## src/rtl/countdown_pkg.sv

```systemverilog
// Shared types, constants and load-value clamps for the countdown controller.
// Pure definitions: no latency, no flow control.
package countdown_pkg;

    localparam int SECONDS_PER_MINUTE = 60;
    localparam int SECONDS_WIDTH      = 6;

    typedef enum logic [1:0] {
        CD_IDLE    = 2'd0,
        CD_RUNNING = 2'd1,
        CD_PAUSED  = 2'd2,
        CD_EXPIRED = 2'd3
    } countdown_state_t;

    function automatic logic [SECONDS_WIDTH-1:0] clamp_seconds(input logic [SECONDS_WIDTH-1:0] value);
        localparam logic [SECONDS_WIDTH-1:0] MAX_SECONDS = SECONDS_WIDTH'(SECONDS_PER_MINUTE - 1);
        return (value > MAX_SECONDS) ? MAX_SECONDS : value;
    endfunction

    function automatic int unsigned clamp_minutes(input int unsigned value, input int unsigned max_value);
        return (value > max_value) ? max_value : value;
    endfunction

endpackage

```

## src/rtl/marker_edge_detect.sv

```systemverilog
// Synchronises the held seconds-marker level and flags its rising edge.
// rise_o is combinational from two flops (one cycle after the sync stage); no backpressure.
module marker_edge_detect (
    input  logic clock,
    input  logic reset,
    input  logic marker_i,
    output logic rise_o
);

    logic sync_q;
    logic hist_q;

    always_ff @(posedge clock or negedge reset) begin
        if (!reset) begin
            sync_q <= 1'b0;
            hist_q <= 1'b0;
        end else begin
            sync_q <= marker_i;
            hist_q <= sync_q;
        end
    end

    assign rise_o = sync_q & ~hist_q;

endmodule

```

## src/rtl/countdown_controller.sv

```systemverilog
// Minutes:seconds countdown driven by the seconds timer marker; optional COUNTDOWN_AUTO_RELOAD_EN.
// Requests act one cycle after sampling; marker-to-decrement is two edges; no backpressure.
module countdown_controller
    import countdown_pkg::*;
#(
    parameter  int MAX_MINUTES = 99,
    localparam int MW          = $clog2(MAX_MINUTES + 1)
) (
    input  logic                     clock,
    input  logic                     reset,
    input  logic                     secondMarker,
    output logic                     timerEnable,
    output logic                     timerRestart,
    input  logic                     start,
    input  logic                     pause,
    input  logic                     load,
    input  logic [MW-1:0]            loadMinutes,
    input  logic [SECONDS_WIDTH-1:0] loadSeconds,
    output logic [MW-1:0]            minutes,
    output logic [SECONDS_WIDTH-1:0] seconds,
    output logic                     expired,
    output logic [1:0]               state
);

    localparam logic [SECONDS_WIDTH-1:0] LAST_SECOND = SECONDS_WIDTH'(SECONDS_PER_MINUTE - 1);

    countdown_state_t         state_q, state_d;
    logic [MW-1:0]            mins_q, mins_d;
    logic [SECONDS_WIDTH-1:0] secs_q, secs_d;
    logic                     restart_q, restart_d;
    logic                     expired_q, expired_d;
    logic                     expire_pulse;
    logic                     marker_rise;
    logic                     tick;
    logic [MW-1:0]            load_mins;
    logic [SECONDS_WIDTH-1:0] load_secs;

`ifdef COUNTDOWN_AUTO_RELOAD_EN
    logic [MW-1:0]            reload_mins_q, reload_mins_d;
    logic [SECONDS_WIDTH-1:0] reload_secs_q, reload_secs_d;
`endif

    marker_edge_detect u_marker_edge_detect (
        .clock    (clock),
        .reset    (reset),
        .marker_i (secondMarker),
        .rise_o   (marker_rise)
    );

    assign tick      = marker_rise && (state_q == CD_RUNNING);
    assign load_mins = MW'(clamp_minutes(32'(loadMinutes), 32'(MAX_MINUTES)));
    assign load_secs = clamp_seconds(loadSeconds);

    always_comb begin
        state_d      = state_q;
        mins_d       = mins_q;
        secs_d       = secs_q;
        restart_d    = 1'b0;
        expire_pulse = 1'b0;
`ifdef COUNTDOWN_AUTO_RELOAD_EN
        reload_mins_d = reload_mins_q;
        reload_secs_d = reload_secs_q;
`endif
        // Load is ignored while running, so pause/tick still apply in that case.
        if (load && (state_q != CD_RUNNING)) begin
            mins_d    = load_mins;
            secs_d    = load_secs;
            state_d   = CD_IDLE;
            restart_d = 1'b1;
`ifdef COUNTDOWN_AUTO_RELOAD_EN
            reload_mins_d = load_mins;
            reload_secs_d = load_secs;
`endif
        end else if (tick) begin
            restart_d = 1'b1;
            if (secs_q != '0) begin
                secs_d = secs_q - SECONDS_WIDTH'(1);
            end else if (mins_q != '0) begin
                mins_d = mins_q - MW'(1);
                secs_d = LAST_SECOND;
            end
            if ((mins_d == '0) && (secs_d == '0)) begin
`ifdef COUNTDOWN_AUTO_RELOAD_EN
                if ((reload_mins_q != '0) || (reload_secs_q != '0)) begin
                    mins_d       = reload_mins_q;
                    secs_d       = reload_secs_q;
                    expire_pulse = 1'b1;
                    if (pause) begin
                        state_d = CD_PAUSED;
                    end
                end else begin
                    state_d = CD_EXPIRED;
                end
`else
                state_d = CD_EXPIRED;
`endif
            end else if (pause) begin
                state_d = CD_PAUSED;
            end
        end else if (pause && (state_q == CD_RUNNING)) begin
            state_d = CD_PAUSED;
        end else if (start && ((state_q == CD_IDLE) || (state_q == CD_PAUSED))
                     && ((mins_q != '0) || (secs_q != '0))) begin
            state_d = CD_RUNNING;
        end
        expired_d = (state_d == CD_EXPIRED) || expire_pulse;
    end

    always_ff @(posedge clock or negedge reset) begin
        if (!reset) begin
            state_q   <= CD_IDLE;
            mins_q    <= '0;
            secs_q    <= '0;
            restart_q <= 1'b0;
            expired_q <= 1'b0;
        end else begin
            state_q   <= state_d;
            mins_q    <= mins_d;
            secs_q    <= secs_d;
            restart_q <= restart_d;
            expired_q <= expired_d;
        end
    end

`ifdef COUNTDOWN_AUTO_RELOAD_EN
    always_ff @(posedge clock or negedge reset) begin
        if (!reset) begin
            reload_mins_q <= '0;
            reload_secs_q <= '0;
        end else begin
            reload_mins_q <= reload_mins_d;
            reload_secs_q <= reload_secs_d;
        end
    end
`endif

    assign timerEnable  = (state_q == CD_RUNNING);
    assign timerRestart = restart_q;
    assign minutes      = mins_q;
    assign seconds      = secs_q;
    assign expired      = expired_q;
    assign state        = state_q;

endmodule

```

## config.mk

```make
export PLATFORM = sky130hd
export DESIGN_NAME = countdown_controller
export DESIGN_NICKNAME = d
export VERILOG_FILES = /design/src/rtl/countdown_pkg.sv /design/src/rtl/marker_edge_detect.sv /design/src/rtl/countdown_controller.sv
export SDC_FILE = /design/constraint.sdc
export NUM_CORES = 1
export LEC_CHECK = 0
export ABC_CLOCK_PERIOD_IN_PS = 3400
export CAP_MARGIN = 10
export CORE_MARGIN = 1.5
export CORE_UTILIZATION = 50
export CTS_BUF_LIST = sky130_fd_sc_hd__clkbuf_16
export DETAILED_ROUTE_END_ITERATION = 7
export DONT_BUFFER_PORTS = 1
export HOLD_SLACK_MARGIN = 0.05
export PLACE_DENSITY_LB_ADDON = 0.08
export SYNTH_ARGS = -nofsm -noshare
export SYNTH_HDL_FRONTEND = slang
export SYNTH_SLANG_ARGS = --single-unit
```

## constraint.sdc

```tcl
create_clock -name clock -period 3.4 [get_ports clock]
set_input_delay 0.85 -clock clock [delete_from_list [all_inputs] [get_ports clock]]
set_output_delay 0.85 -clock clock [all_outputs]
set_load 0.1 [all_outputs]
```

-- After elaboration in Yosys (flattened, before gate mapping)
Cells that the tools add are included.
Widths: inputs -> output; s select.
- logic and storage cells: 53
- output and inout bits: 18
- register bits: 19
- bits in latches: 0
- memory bits (read-only): 0
- memories kept: 0
- memory bits (writable): 0
- bits of input ports: 19
- mux-type cells: 22
- $mul: 0
- eq/ne operators: 4
- bitwise operators: 2
- reduce and logical (&&, ||, !) cells: 14
- order comparisons: 2
- shifts and indexed selects: 0
- divide/modulo/power cells: 0
- add/sub/neg operators: 2
- operators with widths (kind ; count):
    $mux 7 ; 7
    $mux 6 ; 7
    $mux 2 ; 6
    $gt 7x7->1 const B ; 1
    $logic_not 7->1 ; 1
    $reduce_bool 7->1 ; 1
    $sub 7x1->7 const B ; 1
    $gt 6x6->1 const B ; 1
    $logic_and 1x1->1 ; 6
    $logic_not 6->1 ; 1
    $reduce_bool 6->1 ; 1
    $sub 6x1->6 const B ; 1
    $eq 2x2->1 const B ; 2
    $eq 2x1->1 const B ; 1
    $logic_not 2->1 ; 1
    $logic_or 1x1->1 ; 2
    $mux 1 ; 2
    $ne 2x1->1 const B ; 1
    $reduce_bool 2->1 ; 1
    $and 1x1->1 ; 1
    $not 1->1 ; 1

-- Longest topological paths before layout
Gate-level depths: netlist of the first run.
- depth in word-level cells: 11
- gate-level depth with buffers: 9
- mapped depth without buffers: 8

-- Hierarchy
From an unflattened synthesis of the first run, not the netlist that was laid out.
- cell total of the unflattened synthesis: 143
- area, all modules: 1260.0 um^2
- modules (own cells, without submodules) (module ; instances ; area each (um^2) ; cells an instance ; seq. area each (um^2)):
    countdown_controller ; 1 ; 1196.1 ; 140 ; 425.4
    marker_edge_detect ; 1 ; 63.8 ; 3 ; 50.0

-- Least setup slack after synthesis of the first run
No wires, ideal clock.
- path kind: reg2reg
- from: register state_q[0] (netlist: state[0])
- to: register mins_q[3] (netlist: minutes[3])
- setup time: 0.126 ns
- buffers on the path: 1
- required time: 3.274 ns
- path slack: -0.264 ns
- arrival time: 3.538 ns
- cell stages (with the launch flop): 6
- clock period less this slack: 3.664 ns
- cell sequence: dfrtp_1 -> nor2b_1 -> and2_1 -> clkbuf_1 -> nor2_1 -> a221o_1
- longest elaborated chain between the ends: 3
- elaborated cells between the ends (all ways): 6
- those cells by class: eq/ne: 2; mux: 1; reduce/logical: 3
- ends and longest elaborated chain (what ; RTL line ; text):
    start, declared ; countdown_controller.sv:27 ; countdown_state_t state_q, state_d;
    start signal, assigned ; countdown_controller.sv:117 ; state_q <= state_d;
    $eq 2x1->1 ; -- ;
    net timerEnable ; countdown_controller.sv:12 ; output logic timerEnable,
    $logic_and 1x1->1 ; countdown_controller.sv:50 ; assign tick = marker_rise && (state_q == CD_RUNNING);
    $reduce_bool 2->1 (no line) ; -- ;
    end signal, assigned ; countdown_controller.sv:118 ; mins_q <= mins_d;
    end, declared ; countdown_controller.sv:28 ; logic [MW-1:0] mins_q, mins_d;
The timed path passes the listed nets, and every way through them passes these cells.
A chain may end at the register's enable or synchronous reset.

-- Final worst setup path of the first run
- from: register state_q[0] (netlist: state[0])
- to: register mins_q[3] (netlist: minutes[3])
- longest elaborated chain between the ends: 3
- elaborated cells between the ends (all ways): 6
- those cells by class: eq/ne: 2; mux: 1; reduce/logical: 3
- ends and longest elaborated chain (what ; RTL line):
    $ne 2x1->1 or $eq 2x1->1 (tied branches) ; countdown_controller.sv:65, countdown_controller.sv:50
    $logic_and 1x1->1 (on tied branches) ; countdown_controller.sv:65, countdown_controller.sv:50
    $mux 7 or $reduce_bool 2->1 (tied branches) ; --
Parallel ways exist; a longest one is shown, timed or not.

==> flow_summary.ini, run 1 <==
[clock_network]
cts_tree = built
cts-root-buf = clkbuf_16
clk_latency_ns = 0.25
numCtsBuffers = 3
cts-resized-gates = 0
hold_buffers = 0
post_cts_buffers = 0
numClockSinks = 19
h-tree-depth = 1
clk_pin_slew_ns = 0.06
cts_buffer_depth = 2

[critical_path]
r2r-start = state[0]
crit-reg2reg-capture = minutes[3]
required_ns = 3.53
arrival_ns = 2.74
rrSetupSlack_ns = 0.79
path_class = flip-flop to flip-flop
startpoint_type = flip-flop
worst_setup_path_end_kind = flip-flop
crit_start = state[0]
cp_max_fo = 10
reg2regPathDepth = 6

[drt]
vias_per_cell = 6.27
vias = 1198
remaining_drc_errors = 0
ant_nets = 0
wl_per_cell_um = 17.3
wl_mm = 3.30
drtPass1Iterations = 4
drt_iter0_drc = 28

[synth]
avgSynthCellArea_sq_um = 8.73
ys_seq_elements = 19
yosys.cell_types.count = 43
synth_flop_cell = dfrtp_1
async_reset_ff_share_pct = 100
syn_nets = 167
netlist_area_sq_um = 1270
yosys_warnings = 0
syn_inst = 145
synth-seq-area-share_pct = 37.5
synth_edf_count = 0

[min_path]
min_path_type = input port to asynchronous set/reset pin

[sta]
worst_slew_pin_slew_ns = 0.868
drv_slew = 0
setup-violations-final = 0
relSlewSlack_pct = 42.2
hold_slack_ns = 0.289
finalSetupTns_ns = 0
fmax_mhz = 383
rsz0062_at_grt = no
finalHoldViolCount = 0
period_share_pct = 76.7
fin_worst_skew_ns = 0.00354
final.min_clock_period_ns = 2.61

[placement]
dpl_cell_area_sq_um = 1410
dpl.hpwl_mm = 2.49
place_congestion = 0.889
io_buffer_count = 0

[status]
status = completed

[die]
fp.dieW_um = 53.3
die_h_um = 53.3
start_util_pct = 52.1
coreArea_sq_um = 2430
die-area_sq_um = 2840
io_pins = 37
std_cell_rows = 18

[global_route]
grt_start_max_net_pins = 20
grt_pass1_wl_mm = 5.25
overflow = 0
grt_pass1_vias = 1138
grt_usage_pct = 25.6
antenna_found_initial = 0

[job]
drv_cap = 0

[cells_and_area]
drive_above_1_share_pct = 16.8
area_delta_synth_final_pct = 17.7
final_nets = 184
insertedDiodeCount = 0
postLayoutCellArea_sq_um = 1490
-- cell usage in the layout (no fill, tap or decap), types with 4 or more instances in the layout --
master and instances:
a21oi_1 8, buf_4 16, dfrtp_1 19, inv_1 8, nand2_1 8, nand3_1 6
nand4_1 5, nor2_1 10, nor2b_1 4, nor3_1 6, o21ai_0 13
-- cells in the mapped netlist, types with 2 or more instances --
cell type	count	area, sq um
a31oi_1	2	12.5
clkbuf_1	3	11.3
inv_1	8	30.0
nand4_1	5	31.3
a22oi_1	3	22.5
xnor2_1	3	26.3
nor2_1	10	37.5
nand3b_1	2	15.0
nor2b_1	5	31.3
nand2_1	8	30.0
dfrtp_1	19	475
a41oi_1	2	17.5
mux2i_1	3	30.0
nor3_1	6	30.0
a21oi_1	8	40.0
a221o_1	2	20.0
o221ai_1	3	26.3
ha_1	3	37.5
and2_1	3	18.8
and3_1	3	18.8
o21ai_0	13	65.1
nor3b_1	2	15.0
nand3_1	6	30.0
or3_1	2	12.5
nand2b_1	3	18.8
-- flip-flops by register name, indices dropped and copies added (netlist names) --
name / count
expired: 1
minutes: 7
seconds: 6
state: 2
timerRestart: 1
u_marker_edge_detect.hist_q: 1
u_marker_edge_detect.sync_q: 1
-- worst max-delay path, cell delays in order, from the launching register on --
cell and delay, ns:
dfrtp_1 0.37, buf_4 0.24, nor2b_2 0.19, buf_4 0.24
nor2b_1 0.64, nor2_1 0.38, a221o_1 0.42
-- layout make-up --
class                           count  area (sq um)
Clock buffer                        3          75.1
Clock inverter                      1          5.00
Fill cell                         212           942
Inverter                            8          30.0
Multi-Input combinational cell    114           747
Sequential cell                    19           475
Tap cell                           30          37.5
Timing Repair Buffer               16           120
-- layer usage --
layer,GRT usage (%),share of wire (%),vias up
met5,0,0,-
met4,10.7,1.7,0
met3,4.24,5.8,6
met2,40.7,48,42
met1,33.7,44,570
li1,-,-,580
-- kinds of logic after synthesis --
logic type,after synthesis,synth area share [%]
fa+ha+maj,3,2.96
buf+inv,12,3.66
compound gates,43,23.3
flops,19,37.5
xor+xnor,3,2.08
simple gates,62,28.1
mux,3,2.37
-- metrics by stage --
stage	setup slack (ns)	std cells	util [%]
after detailed placement	0.842	187	58.0
after CTS	0.827	191	61.3
after global placement	0.894	187	58.0
final	0.791	191	61.3
after floorplan	0.283	145	-
after global routing	0.694	191	61.3
-- worst max-delay path by stage --
stage	slack [ns]	endpoint	depth (start not counted)
4_1_cts	0.83	minutes[3]	6
5_1_grt	0.69	seconds[1]	7
3_5_place_dp	0.84	minutes[3]	6
6_report	0.79	minutes[3]	6
3_3_place_gp	0.89	minutes[3]	6
2_1_floorplan	0.28	minutes[3]	5
Power of run 1 is not shown: default switching activity piles up to over one toggle a cycle in this logic, so the estimate is an artifact.
==> inputs of run 2 (changes only) <==
--- a/config.mk
+++ b/config.mk
@@ -5,7 +5,7 @@
 export SDC_FILE = /design/constraint.sdc
 export NUM_CORES = 1
 export LEC_CHECK = 0
-export ABC_CLOCK_PERIOD_IN_PS = 3400
+export ABC_CLOCK_PERIOD_IN_PS = 2600
 export CAP_MARGIN = 10
 export CORE_MARGIN = 1.5
 export CORE_UTILIZATION = 50
==> constraint.sdc (replaced) <==
create_clock -name clock -period 2.6 [get_ports clock]
set_input_delay 0.65 -clock clock [delete_from_list [all_inputs] [get_ports clock]]
set_output_delay 0.65 -clock clock [all_outputs]
set_load 0.1 [all_outputs]
==> run 2 against run 1 <==
Effect of this change: flip-flop and latch count stayed put; non-clock buffer count up 5; routed wire length grew 8.4%; critical path type unchanged; final cell count grew 2.6%; critical path depth increased by 2; register-to-register slack lost 0.55 ns; clock skew fell by 0.0019 ns; design area up 2.9%; hold slack worse by 0.20 ns; worst setup slack worse by 0.55 ns; first-iteration DRC count is 14% lower; critical endpoint is now state[0].
==> flow_summary.ini, run 2 (synthesis results as in run 1) <==
[critical_path]
crit_start = minutes[0]
r2r-start = minutes[0]
worst_setup_path_end_kind = flip-flop
rrSetupSlack_ns = 0.24
crit-reg2reg-capture = state[0]
endpoint = state[0]
required_ns = 2.77
startpoint_type = flip-flop
reg2regPathDepth = 8
arrival_ns = 2.53
path_class = flip-flop to flip-flop
cp_max_fo = 4

[sta]
drv_slew = 0
fin_worst_skew_ns = 0.00164
worst_slew_pin_slew_ns = 0.436
fmax_mhz = 424
finalSetupTns_ns = 0
period_share_pct = 90.8
setup-violations-final = 0
relSlewSlack_pct = 70.9
rsz0062_at_grt = no
finalHoldViolCount = 0
final.min_clock_period_ns = 2.36

[die]
fp.dieW_um = 53.3
start_util_pct = 52.1
std_cell_rows = 18
die-area_sq_um = 2840
die_h_um = 53.3
io_pins = 37
coreArea_sq_um = 2430

[cells_and_area]
insertedDiodeCount = 0
layout_commonest_cell = buf_4
drive_above_1_share_pct = 19.9
final_nets = 189
largest_reg_flops = 7
area_delta_synth_final_pct = 21.1
most-common-layout-cells = 21 x buf_4, 17 x dfrtp_1, 13 x o21ai_0

[clock_network]
cts_buffer_depth = 2
clk_pin_slew_ns = 0.06
h-tree-depth = 1
numClockSinks = 19
numCtsBuffers = 3
hold_buffers = 0
post_cts_buffers = 0
clk_latency_ns = 0.25
cts_tree = built
cts-resized-gates = 0
cts-root-buf = clkbuf_16

[placement]
place_congestion = 0.960
dpl.hpwl_mm = 2.63
io_buffer_count = 0

[status]
status = completed

[global_route]
grt_pass1_wl_mm = 5.66
grt_pass1_vias = 1178
antenna_found_initial = 0
grt_usage_pct = 28.4
grt_start_max_net_pins = 20
overflow = 0

[job]
drv_cap = 0

[min_path]
min_path_type = input port to asynchronous set/reset pin

[drt]
vias = 1248
drt_iter0_drc = 24
wl_mm = 3.57
vias_per_cell = 6.37
remaining_drc_errors = 0
drtPass1Iterations = 4
wl_per_cell_um = 18.2
ant_nets = 0
==> run 2: worst min-delay path by stage <==
stage,start,end,cells after the start
3_5_place_dp,reset,minutes[4],0
6_report,reset,seconds[4],0
5_1_grt,reset,seconds[4],0
3_3_place_gp,reset,minutes[4],0
4_1_cts,reset,minutes[4],0
2_1_floorplan,reset,expired,0
==> run 2: worst max-delay path: stages, from the launching register on <==
cell and delay [ns]:
dfrtp_2 0.39, inv_1 0.11, ha_1 0.20, nor3b_1 0.40, nand2_1 0.16, or3_1 0.35, a221oi_2 0.28, nand4_1 0.18
a31oi_1 0.20
==> run 2: metrics by stage <==
| stage | cell area, sq um | setup WS [ns] | utilization [%] | hold slack [ns] | cells |
|---|---|---|---|---|---|
| 6_report | 1530 | 0.240 | 63.1 | 0.0851 | 196 |
| 2_1_floorplan | 1280 | 0.0376 | - | 0.347 | 145 |
| 4_1_cts | 1530 | 0.248 | 63.1 | 0.0824 | 196 |
| 3_3_place_gp | 1460 | 0.409 | 59.8 | 0.355 | 192 |
| 5_1_grt | 1530 | 0.0519 | 63.1 | 0.0760 | 196 |
| 3_5_place_dp | 1460 | 0.246 | 59.8 | 0.355 | 192 |
==> run 2: area by class of cell <==
| type | count | area [sq um] |
|---|---|---|
| multi-input combinational | 114 | 752 |
| clock inverter | 1 | 3.75 |
| sequential | 19 | 478 |
| tap | 30 | 37.5 |
| clock buffer | 3 | 75.1 |
| timing repair buffer | 21 | 158 |
| inverter | 8 | 30.0 |
| fill | 218 | 898 |
==> run 2: layer usage <==
layer  share of wire (%)  global-route usage (%)  up-vias
li1                    -                       -      592
met1                  43                    37.5      597
met2                  48                    44.4       52
met3                 7.8                    6.21        7
met4                 1.7                    11.1        0
met5                   0                       0        -
Power of run 2 is left out for the same reason.
